`config.mk`:
```
export PLATFORM = sky130hd
export DESIGN_NAME = dl11_fifo_regs
export DESIGN_NICKNAME = d
export VERILOG_FILES = /design/src/rtl/dl11_fifo_regs.sv
export SDC_FILE = /design/constraint.sdc
export NUM_CORES = 1
export LEC_CHECK = 0
export CELL_PAD_IN_SITES_DETAIL_PLACEMENT = 1
export CELL_PAD_IN_SITES_GLOBAL_PLACEMENT = 1
export CORE_ASPECT_RATIO = 1.1
export CORE_UTILIZATION = 52
export DETAILED_ROUTE_END_ITERATION = 12
export DONT_BUFFER_PORTS = 1
export PLACE_DENSITY_LB_ADDON = 0.2
export SLEW_MARGIN = 25
export SYNTH_ARGS = -nofsm -noshare
export SYNTH_HDL_FRONTEND = slang
export SYNTH_SLANG_ARGS = --single-unit
```
`constraint.sdc`:
```
create_clock -name clk -period 2.76 [get_ports clk]
set_input_delay 0.552 -clock clk [delete_from_list [all_inputs] [get_ports clk]]
set_output_delay 0.552 -clock clk [all_outputs]
set_load 0.05 [all_outputs]
```
`src/rtl/dl11_fifo_regs.sv`:
```
// rtl/dl11_fifo_regs.sv - DL11 console register block with RX/TX byte FIFOs in front of a UART.
// Optional macro DL11_ERR_EN adds overrun/framing-error reporting in RBUF and RCSR.
module dl11_fifo_regs #(
  parameter logic [12:0] BASE   = 13'o17560,
  parameter logic [7:0]  VECTOR = 8'o60,
  parameter int          RX_AW  = 2,
  parameter int          TX_AW  = 2
) (
  input  logic        clk,
  input  logic        reset,
  input  logic [12:0] iopage_addr,
  input  logic [15:0] data_in,
  output logic [15:0] data_out,
  output logic        decode,
  input  logic        iopage_rd,
  input  logic        iopage_wr,
  input  logic        iopage_byte_op,
  output logic        interrupt,
  input  logic        interrupt_ack,
  output logic [7:0]  vector,
  input  logic        rx_valid,
  input  logic [7:0]  rx_data,
  input  logic        rx_ferr,
  output logic        rx_ready,
  output logic        tx_valid,
  output logic [7:0]  tx_data,
  input  logic        tx_ready
);
  localparam int RX_D = 1 << RX_AW;
  localparam int TX_D = 1 << TX_AW;
  localparam logic [RX_AW:0] RX_FULL = (RX_AW+1)'(RX_D);
  localparam logic [TX_AW:0] TX_FULL = (TX_AW+1)'(TX_D);

`ifdef DL11_ERR_EN
  localparam int RXW = 9;
  logic [RXW-1:0] w_rx_entry;
  assign w_rx_entry = {rx_ferr, rx_data};
`else
  localparam int RXW = 8;
  logic [RXW-1:0] w_rx_entry;
  logic           w_unused_ferr;
  assign w_rx_entry    = rx_data;
  assign w_unused_ferr = rx_ferr;
`endif

  logic             r_rd_q, r_wr_q, r_rie, r_xie, r_tx_req;
  logic [7:0]       r_xbuf;
  logic [RXW-1:0]   r_rx_mem [RX_D];
  logic [RX_AW-1:0] r_rx_wp, r_rx_rp;
  logic [RX_AW:0]   r_rx_count;
  logic [7:0]       r_tx_mem [TX_D];
  logic [TX_AW-1:0] r_tx_wp, r_tx_rp;
  logic [TX_AW:0]   r_tx_count;

  logic [1:0]       w_sel;
  logic             w_rd_first, w_wr_first, w_wr_any;
  logic [7:0]       w_wbyte;
  logic             w_rx_empty, w_rx_full, w_rx_pop, w_rx_push;
  logic             w_tx_empty, w_tx_full, w_tx_pop, w_tx_push;
  logic [RX_AW:0]   w_rx_count_next;
  logic [TX_AW:0]   w_tx_count_next;
  logic [RXW-1:0]   w_rx_head;
  logic [15:0]      w_rcsr, w_rbuf, w_word;
  logic             w_rx_irq, w_tx_irq, w_tx_set, w_tx_clr;

  assign decode     = iopage_addr[12:3] == BASE[12:3];
  assign w_sel      = iopage_addr[2:1];
  assign w_rd_first = iopage_rd & ~r_rd_q & decode;
  assign w_wr_first = iopage_wr & ~r_wr_q & decode;
  assign w_wr_any   = iopage_wr & decode;
  assign w_wbyte    = (iopage_byte_op & iopage_addr[0]) ? data_in[15:8] : data_in[7:0];

  // The RX side never back-pressures: a full FIFO only accepts when a pop frees a slot.
  assign w_rx_empty      = r_rx_count == '0;
  assign w_rx_full       = r_rx_count == RX_FULL;
  assign w_rx_pop        = w_rd_first & (w_sel == 2'd1) & ~w_rx_empty;
  assign w_rx_push       = rx_valid & (~w_rx_full | w_rx_pop);
  assign w_rx_count_next = r_rx_count + (RX_AW+1)'(w_rx_push) - (RX_AW+1)'(w_rx_pop);
  assign w_rx_head       = r_rx_mem[r_rx_rp];

  assign w_tx_empty      = r_tx_count == '0;
  assign w_tx_full       = r_tx_count == TX_FULL;
  assign w_tx_pop        = ~w_tx_empty & tx_ready;
  assign w_tx_push       = w_wr_first & (w_sel == 2'd3) & ~w_tx_full;
  assign w_tx_count_next = r_tx_count + (TX_AW+1)'(w_tx_push) - (TX_AW+1)'(w_tx_pop);

  always_ff @(posedge clk) begin
    if (w_rx_push) r_rx_mem[r_rx_wp] <= w_rx_entry;
    if (w_tx_push) r_tx_mem[r_tx_wp] <= w_wbyte;
  end

  always_ff @(posedge clk or posedge reset) begin
    if (reset) begin
      r_rd_q <= 1'b0; r_wr_q <= 1'b0; r_rie <= 1'b0; r_xie <= 1'b0;
      r_tx_req <= 1'b0; r_xbuf <= '0;
      r_rx_wp <= '0; r_rx_rp <= '0; r_rx_count <= '0;
      r_tx_wp <= '0; r_tx_rp <= '0; r_tx_count <= '0;
    end else begin
      r_rd_q     <= iopage_rd;
      r_wr_q     <= iopage_wr;
      r_rx_count <= w_rx_count_next;
      r_tx_count <= w_tx_count_next;
      if (w_rx_push) r_rx_wp <= r_rx_wp + 1'b1;
      if (w_rx_pop)  r_rx_rp <= r_rx_rp + 1'b1;
      if (w_tx_push) r_tx_wp <= r_tx_wp + 1'b1;
      if (w_tx_pop)  r_tx_rp <= r_tx_rp + 1'b1;
      if (w_wr_any && w_sel == 2'd0) r_rie  <= w_wbyte[6];
      if (w_wr_any && w_sel == 2'd2) r_xie  <= w_wbyte[6];
      if (w_wr_any && w_sel == 2'd3) r_xbuf <= w_wbyte;
      if (w_tx_set)      r_tx_req <= 1'b1;
      else if (w_tx_clr) r_tx_req <= 1'b0;
    end
  end

`ifdef DL11_ERR_EN
  logic r_ovr, w_ferr, w_err;
  assign w_ferr = ~w_rx_empty & w_rx_head[8];
  assign w_err  = r_ovr | w_ferr;
  assign w_rcsr = {w_err, 7'b0, ~w_rx_empty, r_rie, 6'b0};
  assign w_rbuf = w_rx_empty ? 16'h0 : {w_err, r_ovr, w_ferr, 5'b0, w_rx_head[7:0]};

  always_ff @(posedge clk or posedge reset) begin
    if (reset)                       r_ovr <= 1'b0;
    else if (w_rx_pop)               r_ovr <= 1'b0;
    else if (rx_valid && w_rx_full)  r_ovr <= 1'b1;
  end
`else
  assign w_rcsr = {8'b0, ~w_rx_empty, r_rie, 6'b0};
  assign w_rbuf = w_rx_empty ? 16'h0 : {8'b0, w_rx_head};
`endif

  // TX request latches on READY rising, or on XIE being enabled while already READY.
  assign w_rx_irq = r_rie & ~w_rx_empty;
  assign w_tx_irq = r_xie & r_tx_req;
  assign w_tx_set = (w_tx_full & (w_tx_count_next != TX_FULL)) |
                    (w_wr_any & (w_sel == 2'd2) & w_wbyte[6] & ~r_xie & ~w_tx_full);
  assign w_tx_clr = interrupt_ack & ~w_rx_irq & w_tx_irq;

  always_comb begin
    w_word = 16'h0;
    case (w_sel)
      2'd0: w_word = w_rcsr;
      2'd1: w_word = w_rbuf;
      2'd2: w_word = {8'b0, ~w_tx_full, r_xie, 6'b0};
      default: w_word = {8'b0, r_xbuf};
    endcase
    data_out = 16'h0;
    if (decode) begin
      if (iopage_byte_op) data_out = {8'b0, iopage_addr[0] ? w_word[15:8] : w_word[7:0]};
      else                data_out = w_word;
    end
  end

  assign interrupt = w_rx_irq | w_tx_irq;
  assign vector    = w_rx_irq ? VECTOR : (w_tx_irq ? 8'(VECTOR + 8'd4) : 8'h0);
  assign rx_ready  = 1'b1;
  assign tx_valid  = ~w_tx_empty;
  assign tx_data   = r_tx_mem[r_tx_rp];
endmodule

```
[Word level (Yosys, flattened, before mapping)]
Memory sizes are Yosys's and may differ from the RTL's.
Cells that the tools add are included.
Storage, ports and cells
  register bits: 27
  RAM bits: 64
  word-level logic and storage cells: 82
  memories: 2
Operators by class
  $add $sub $neg: 8
  equal/unequal tests: 7
  muxes and demuxes: 14
  bitwise operators: 32
  reduce and logical (&&, ||, !) cells: 7
Memories
  r_rx_mem: words 4, width 8, read ports 1, clocked after Yosys merged registers in 0, wr ports 1, line 48  | logic [RXW-1:0] r_rx_mem [RX_D];
  r_tx_mem: words 4, width 8, read ports 1, clocked after Yosys merged registers in 0, wr ports 1, line 51  | logic [7:0] r_tx_mem [TX_D];
Operators by type and width (number)
  $mux 16: 2
  $mux 8: 3
  $pmux 8 s3: 1
  $and 1x1->1: 21
  $mux 6: 2
  $eq 10x10->1 const B: 1
  $add 2x1->2 const B: 4
  $not 1->1: 8
  $add 3x1->3: 2
  $eq 3x3->1 const B: 2
  $logic_not 3->1: 2
  $mux 1: 6
  $sub 3x1->3: 2
  $eq 2x2->1 const B: 2
  $logic_and 1x1->1: 3
  $ne 3x3->1 const B: 1
  $or 1x1->1: 3
  $eq 2x1->1 const B: 1
  $logic_not 2->1: 1
  $reduce_bool 2->1: 1

[Longest topological paths before layout]
  word-level depth: 11
  mapped depth: 14
  gate-level depth less buffers: 12

[Worst setup path after synthesis]
No wires, ideal clock.
  path kind: input port to output port
  start point: in iopage_addr[7]
  end point: out data_out[7]
  arrival time: 3.497 ns
  data required time: 2.208 ns
  setup slack: -1.289 ns
  stages on the path: 4
  path buffers: 0
  cells stage by stage: nand4bb_1 > nor3_1 > nand2_1 > a211oi_1
On the way
  longest elaborated chain between the ends: 2
Ends and longest elaborated chain
  from (decl): line 11  | input logic [12:0] iopage_addr,
  $eq 10x10->1: line 66  | assign decode = iopage_addr[12:3] == BASE[12:3];
  named net decode: line 14  | output logic decode,
  $mux 16: line 148  | if (decode) begin
  to (decl): line 13  | output logic [15:0] data_out,
The timed path passes the listed nets, and every way through them passes these cells.

[Final worst setup path]
  start point: in iopage_addr[11]
  end point: reg r_tx_req
On the way
  longest elaborated chain between the ends: 10
  elaborated cells on any way between the ends: 16
  classes of those cells: add/sub (2); eq/ne (2); mux (1); bitwise (10); reduce/logical (1)
Ends and longest elaborated chain
  $eq 10x10->1 *: line 66
  $and 1x1->1 *: line 69  | assign w_wr_first = iopage_wr & ~r_wr_q & decode;
  $and 1x1->1 * (2 in a row): line 84  | assign w_tx_push = w_wr_first & (w_sel == 2'd3) & ~w_tx_full;
  $add 3x1->3 *: line 85  | assign w_tx_count_next = r_tx_count + (TX_AW+1)'(w_tx_push) - (TX_AW+1)'(w_tx_pop);
  $sub 3x1->3 *: line 85
  named net w_tx_count_next[1]: line 61  | logic [TX_AW:0] w_tx_count_next;
  $ne 3x3->1 *: line 135  | assign w_tx_set = (w_tx_full & (w_tx_count_next != TX_FULL)) |
  $and 1x1->1 *: line 135
  $or 1x1->1 *: line 135
  $mux 1 or $reduce_bool 2->1 (tied branches)
  to (signal assigned): line 95  | r_tx_req <= 1'b0; r_xbuf <= '0;
  to (signal assigned): line 110  | if (w_tx_set) r_tx_req <= 1'b1;
  to (signal assigned): line 111  | else if (w_tx_clr) r_tx_req <= 1'b0;
  to (decl): line 46  | logic r_rd_q, r_wr_q, r_rie, r_xie, r_tx_req;
Mark *: on every way through the listed nets, which the timed path passes. The rest lies on a longest branch.
A chain may end at the register's enable or synchronous reset.

==> flow_results.org <==
** Place
- Input and output buffers added on the ports amount to 0.
- Detailed placement ended at an HPWL of ~5400 um.
- At the end of routability-driven placement, the weighted congestion stood at about 0.7.

** Synth
- Avg Inst Size Synth :: 15.9 um2
- Synthesis handed over a netlist of roughly 260 instances.
- Yosys warns :: 0
- The mapped netlist covers around 4000 um2.
- Unique cell type count in the Yosys netlist :: 40
- Sequential cells were found to cover 63.3% of the synthesized design area.
- Post-synthesis sequential element count :: slightly above 90

** Layout
- Filler Cell Count :: between 700 and 800
- Compared with the post-synthesis result, the final layout area differs by 13.3%.
- The number of antenna diodes in the final layout is 0.
- Final-stage net count :: 338
- The post-route netlist has a little under a third of its cells at a drive strength greater than 1.
- Final standard cell utilization of the core :: 61.5%

** Clock network
- The tree is rooted in a sky130_fd_sc_hd__clkbuf_8.
- Maximum level of the CTS H-tree :: 3
- After clock tree synthesis, the flow added hold-fix buffers numbering 0.
- No sink is reached through more buffers than the 2 on the longest clock path.
- Clock-pin slew on the worst setup and hold paths :: approximately 0.09 ns
- The number of clock buffers added by TritonCTS is 9.
- Clock tree synthesis found a total of slightly above 90 sinks.
- Latest clock arrival within the worst-skew pair :: approximately 0.36 ns
- TritonCTS built the clock tree.
- Post-CTS setup-driven buffer insertion count :: 0
- Post_cts resized :: 0

** GRT
- Via count of the first global-routing pass :: around 2200
- Final global-route overflow total :: 0
- The first global-routing pass estimated around 11000 um of wire.
- Antenna violations before repair :: 0
- Entering global routing, the biggest net connects 28 pins.
- For this run, the total global-route usage over all layers was measured as slightly below 20%.

** Floorplan
- The die covers between 8000 and 9000 um2.
- The die is 86.7 um wide.
- 82 I/O pins were placed.
- Initial Utilization :: between 50% and 60%
- Die Ht :: between 90 and 100 um
- The floorplan has 33 rows.
- The core region is roughly 7600 um2.

** Critical path
- STA classifies the critical path startpoint as an input port.
- Critical path endpoint category :: flip-flop
- Crit Path Category :: input port to flip-flop
- Arr. time, crit path :: 2.83 ns
- Maximum fanout encountered on the critical timing path :: 2
- Data required time of the worst path :: ~3 ns
- Reg2reg setup slack :: between 0.2 and 0.25 ns

** STA
- Of the available clock period, the critical path in the final layout requires 94.0%.
- Final Hold Violating Endpoints :: 0
- Slew at the pin closest to its max-slew limit :: 0.795 ns
- Post-route setup TNS :: 0 ns
- Setup repair after global routing left no endpoint under its margin.
- After layout, the minimum clock period comes to 2.59 ns.
- Final setup skew :: 0.00970 ns
- Max-slew headroom :: a little under half
- Pins over their slew limit :: 0
- Maximum achievable frequency :: 386 MHz
- Count of endpoints failing setup in the final report :: 0
- Hold is met by 0.140 ns.

** Drt
- After the first detailed-routing iteration, the DRC count stood at between 50 and 60.
- Dividing the detail-routed via count by the number of cells gives approximately 5.3.
- Remaining antenna violation count :: 0
- DR WL/cell :: approximately 19 um
- Across all layers, the routed design uses a little over 2000 vias.
- Routed wire length :: a little over 7000 um
- Detailed-router iteration count before antenna repair :: 4
- Drt drc :: 0

** Outcome
- Outcome :: finished, final reports clean

** Run
- Max Cap Viol :: 0

** Power
- Leakage power total :: 1.73 nW
- IR analysis of the VDD net gives a maximum drop of 0.437 mV.
- Power per Cell Area :: 801 nW/um2

** Hold path
- Worst Hold Class :: input port to asynchronous set/reset pin
==> Yosys cell counts <==
cell type,number,area (um2)
sky130_fd_sc_hd__edfxtp_1,64,1920
sky130_fd_sc_hd__dfrtp_1,27,676
sky130_fd_sc_hd__mux2_2,20,225
sky130_fd_sc_hd__buf_4,18,135
sky130_fd_sc_hd__mux4_2,16,360
sky130_fd_sc_hd__inv_1,13,48.8
sky130_fd_sc_hd__ha_1,12,150
sky130_fd_sc_hd__nor2_1,12,45.0
sky130_fd_sc_hd__and2_1,11,68.8
sky130_fd_sc_hd__nand2_1,9,33.8
sky130_fd_sc_hd__xnor2_1,8,70.1
sky130_fd_sc_hd__a22oi_1,6,45.0
sky130_fd_sc_hd__clkbuf_1,3,11.3
sky130_fd_sc_hd__nand2b_1,3,18.8
sky130_fd_sc_hd__nand3_1,3,15.0
sky130_fd_sc_hd__nor3_1,3,15.0
sky130_fd_sc_hd__a21oi_1,2,10.0
sky130_fd_sc_hd__conb_1,2,7.51
sky130_fd_sc_hd__fa_1,2,40.0
sky130_fd_sc_hd__nand4bb_1,2,22.5
sky130_fd_sc_hd__or3_1,2,12.5
sky130_fd_sc_hd__xor2_1,2,17.5
sky130_fd_sc_hd__a211oi_1,1,7.51
sky130_fd_sc_hd__buf_1,1,3.75
sky130_fd_sc_hd__buf_2,1,5.00
sky130_fd_sc_hd__buf_6,1,11.3
sky130_fd_sc_hd__mux2_4,1,15.0
sky130_fd_sc_hd__mux2i_1,1,10.0
sky130_fd_sc_hd__nand3_2,1,10.0
sky130_fd_sc_hd__nand4_1,1,6.26
sky130_fd_sc_hd__nand4b_1,1,8.76
sky130_fd_sc_hd__nor3_4,1,16.3
sky130_fd_sc_hd__nor3b_1,1,7.51
sky130_fd_sc_hd__nor4_1,1,6.26
sky130_fd_sc_hd__o211ai_1,1,7.51
sky130_fd_sc_hd__o21a_1,1,7.51
sky130_fd_sc_hd__o21ai_0,1,5.00
sky130_fd_sc_hd__o22ai_1,1,6.26
sky130_fd_sc_hd__o31ai_1,1,7.51
sky130_fd_sc_hd__or4_4,1,11.3
==> metrics by stage <==
| stage | power, mW | setup slack [ns] | std cells | area [um2] |
|---|---|---|---|---|
| finish | 3.72 | 0.166 | 388 | 4650 |
| global route | 3.89 | 0.0234 | 388 | 4650 |
| CTS | 3.76 | 0.130 | 388 | 4650 |
| detailed placement | 2.77 | -0.251 | 372 | 4420 |
| global placement | 2.73 | -0.186 | 372 | 4420 |
| floorplan | 2.61 | -0.406 | 270 | 4210 |
==> worst max-delay path: stages <==
cell	delay [ns]
sky130_fd_sc_hd__nand4_1	0.10
sky130_fd_sc_hd__or4_4	0.56
sky130_fd_sc_hd__nor3_4	0.20
sky130_fd_sc_hd__inv_1	0.06
sky130_fd_sc_hd__ha_1	0.27
sky130_fd_sc_hd__inv_1	0.06
sky130_fd_sc_hd__ha_1	0.12
sky130_fd_sc_hd__inv_1	0.05
sky130_fd_sc_hd__fa_1	0.47
sky130_fd_sc_hd__inv_1	0.05
sky130_fd_sc_hd__o31ai_1	0.23
sky130_fd_sc_hd__o211ai_1	0.11
==> sequential cells by signal (all words and copies together) (netlist names) <==
| name | cells |
|---|---|
| r_rx_mem | 32 |
| r_tx_mem | 32 |
| r_xbuf | 8 |
| r_rx_count | 3 |
| r_tx_count | 3 |
| r_rx_rp | 2 |
| r_rx_wp | 2 |
| r_tx_rp | 2 |
| r_tx_wp | 2 |
| r_rd_q | 1 |
| r_rie | 1 |
| r_tx_req | 1 |
| r_wr_q | 1 |
| r_xie | 1 |
==> layout by cell type, fill, tap and decap left out, types with 2 or more instances in the layout <==
master,synthesis,routed
sky130_fd_sc_hd__xor2_1,2,2
sky130_fd_sc_hd__nor3_4,1,3
sky130_fd_sc_hd__xnor2_1,8,8
sky130_fd_sc_hd__nand2b_1,3,2
sky130_fd_sc_hd__clkbuf_8,0,9
sky130_fd_sc_hd__nand3_1,3,2
sky130_fd_sc_hd__mux2_2,20,20
sky130_fd_sc_hd__ha_1,12,12
sky130_fd_sc_hd__nand4bb_1,2,2
sky130_fd_sc_hd__dfrtp_1,27,27
sky130_fd_sc_hd__mux4_2,16,16
sky130_fd_sc_hd__buf_12,0,7
sky130_fd_sc_hd__nor2_4,0,3
sky130_fd_sc_hd__inv_1,13,13
sky130_fd_sc_hd__nand3_2,1,2
sky130_fd_sc_hd__conb_1,2,14
sky130_fd_sc_hd__fa_1,2,2
sky130_fd_sc_hd__nand2_1,9,9
sky130_fd_sc_hd__a21oi_1,2,2
sky130_fd_sc_hd__and2_1,11,11
sky130_fd_sc_hd__buf_4,18,14
sky130_fd_sc_hd__or3_1,2,2
sky130_fd_sc_hd__edfxtp_1,64,64
sky130_fd_sc_hd__nor2_2,0,3
sky130_fd_sc_hd__nor2_1,12,6
sky130_fd_sc_hd__bufinv_16,0,2
sky130_fd_sc_hd__a22oi_1,6,6
==> where the power goes <==
part	switching (mW)	leakage (nW)	internal, mW	total, mW
combinational	0.575	0.703	0.329	0.905
sequential	0.150	0.920	1.66	1.81
clock	0.485	0.109	0.522	1.01
total	1.21	1.73	2.51	3.72
==> layer usage <==
metal / global-route usage [%] / part of all wire (%) / vias up
met5: 0 / 0 / -
met4: 8.19 / 1.6 / 0
met3: 4.42 / 3.9 / 9
met2: 34.4 / 54 / 41
met1: 22.8 / 40 / 1049
li1: - / - / 960
==> worst paths after layout <==
check	start	endpoint	depth (start not counted)
worst max register to register	r_tx_count[1]	r_tx_req	10
max in group asynchronous	reset	r_rx_wp[0]	2
min in group clk	iopage_wr	r_wr_q	0
worst max-delay path	iopage_addr[11]	r_tx_req	12
worst min register to register	r_tx_count[2]	r_tx_count[2]	1
worst min-delay path	reset	r_xie	2
==> layout make-up <==
class / count / area [um2] / share of cell area [%]
Tap cell: 105 / 131 / 2.83
Inverter: 13 / 48.8 / 1.05
Multi-Input combinational cell: 142 / 1400 / 30.1
Clock buffer: 10 / 128 / 2.75
Clock inverter: 6 / 96.3 / 2.07
Timing Repair Buffer: 21 / 245 / 5.28
Sequential cell: 91 / 2600 / 55.9
==> kinds of logic (layout without fill, tap and decap cells) <==
group / Yosys count / count (layout) / share of synthesized area [%]
flops: 91 / 91 / 63.3
simple gates: 52 / 52 / 7.26
mux: 38 / 38 / 14.9
buf+inv: 37 / 50 / 5.25
fa+ha+maj: 14 / 14 / 4.64
compound gates: 14 / 14 / 2.35
xor+xnor: 10 / 10 / 2.13
other cells: 2 / 14 / 0.183
No activity file was read; power rests on OpenSTA's default activity.
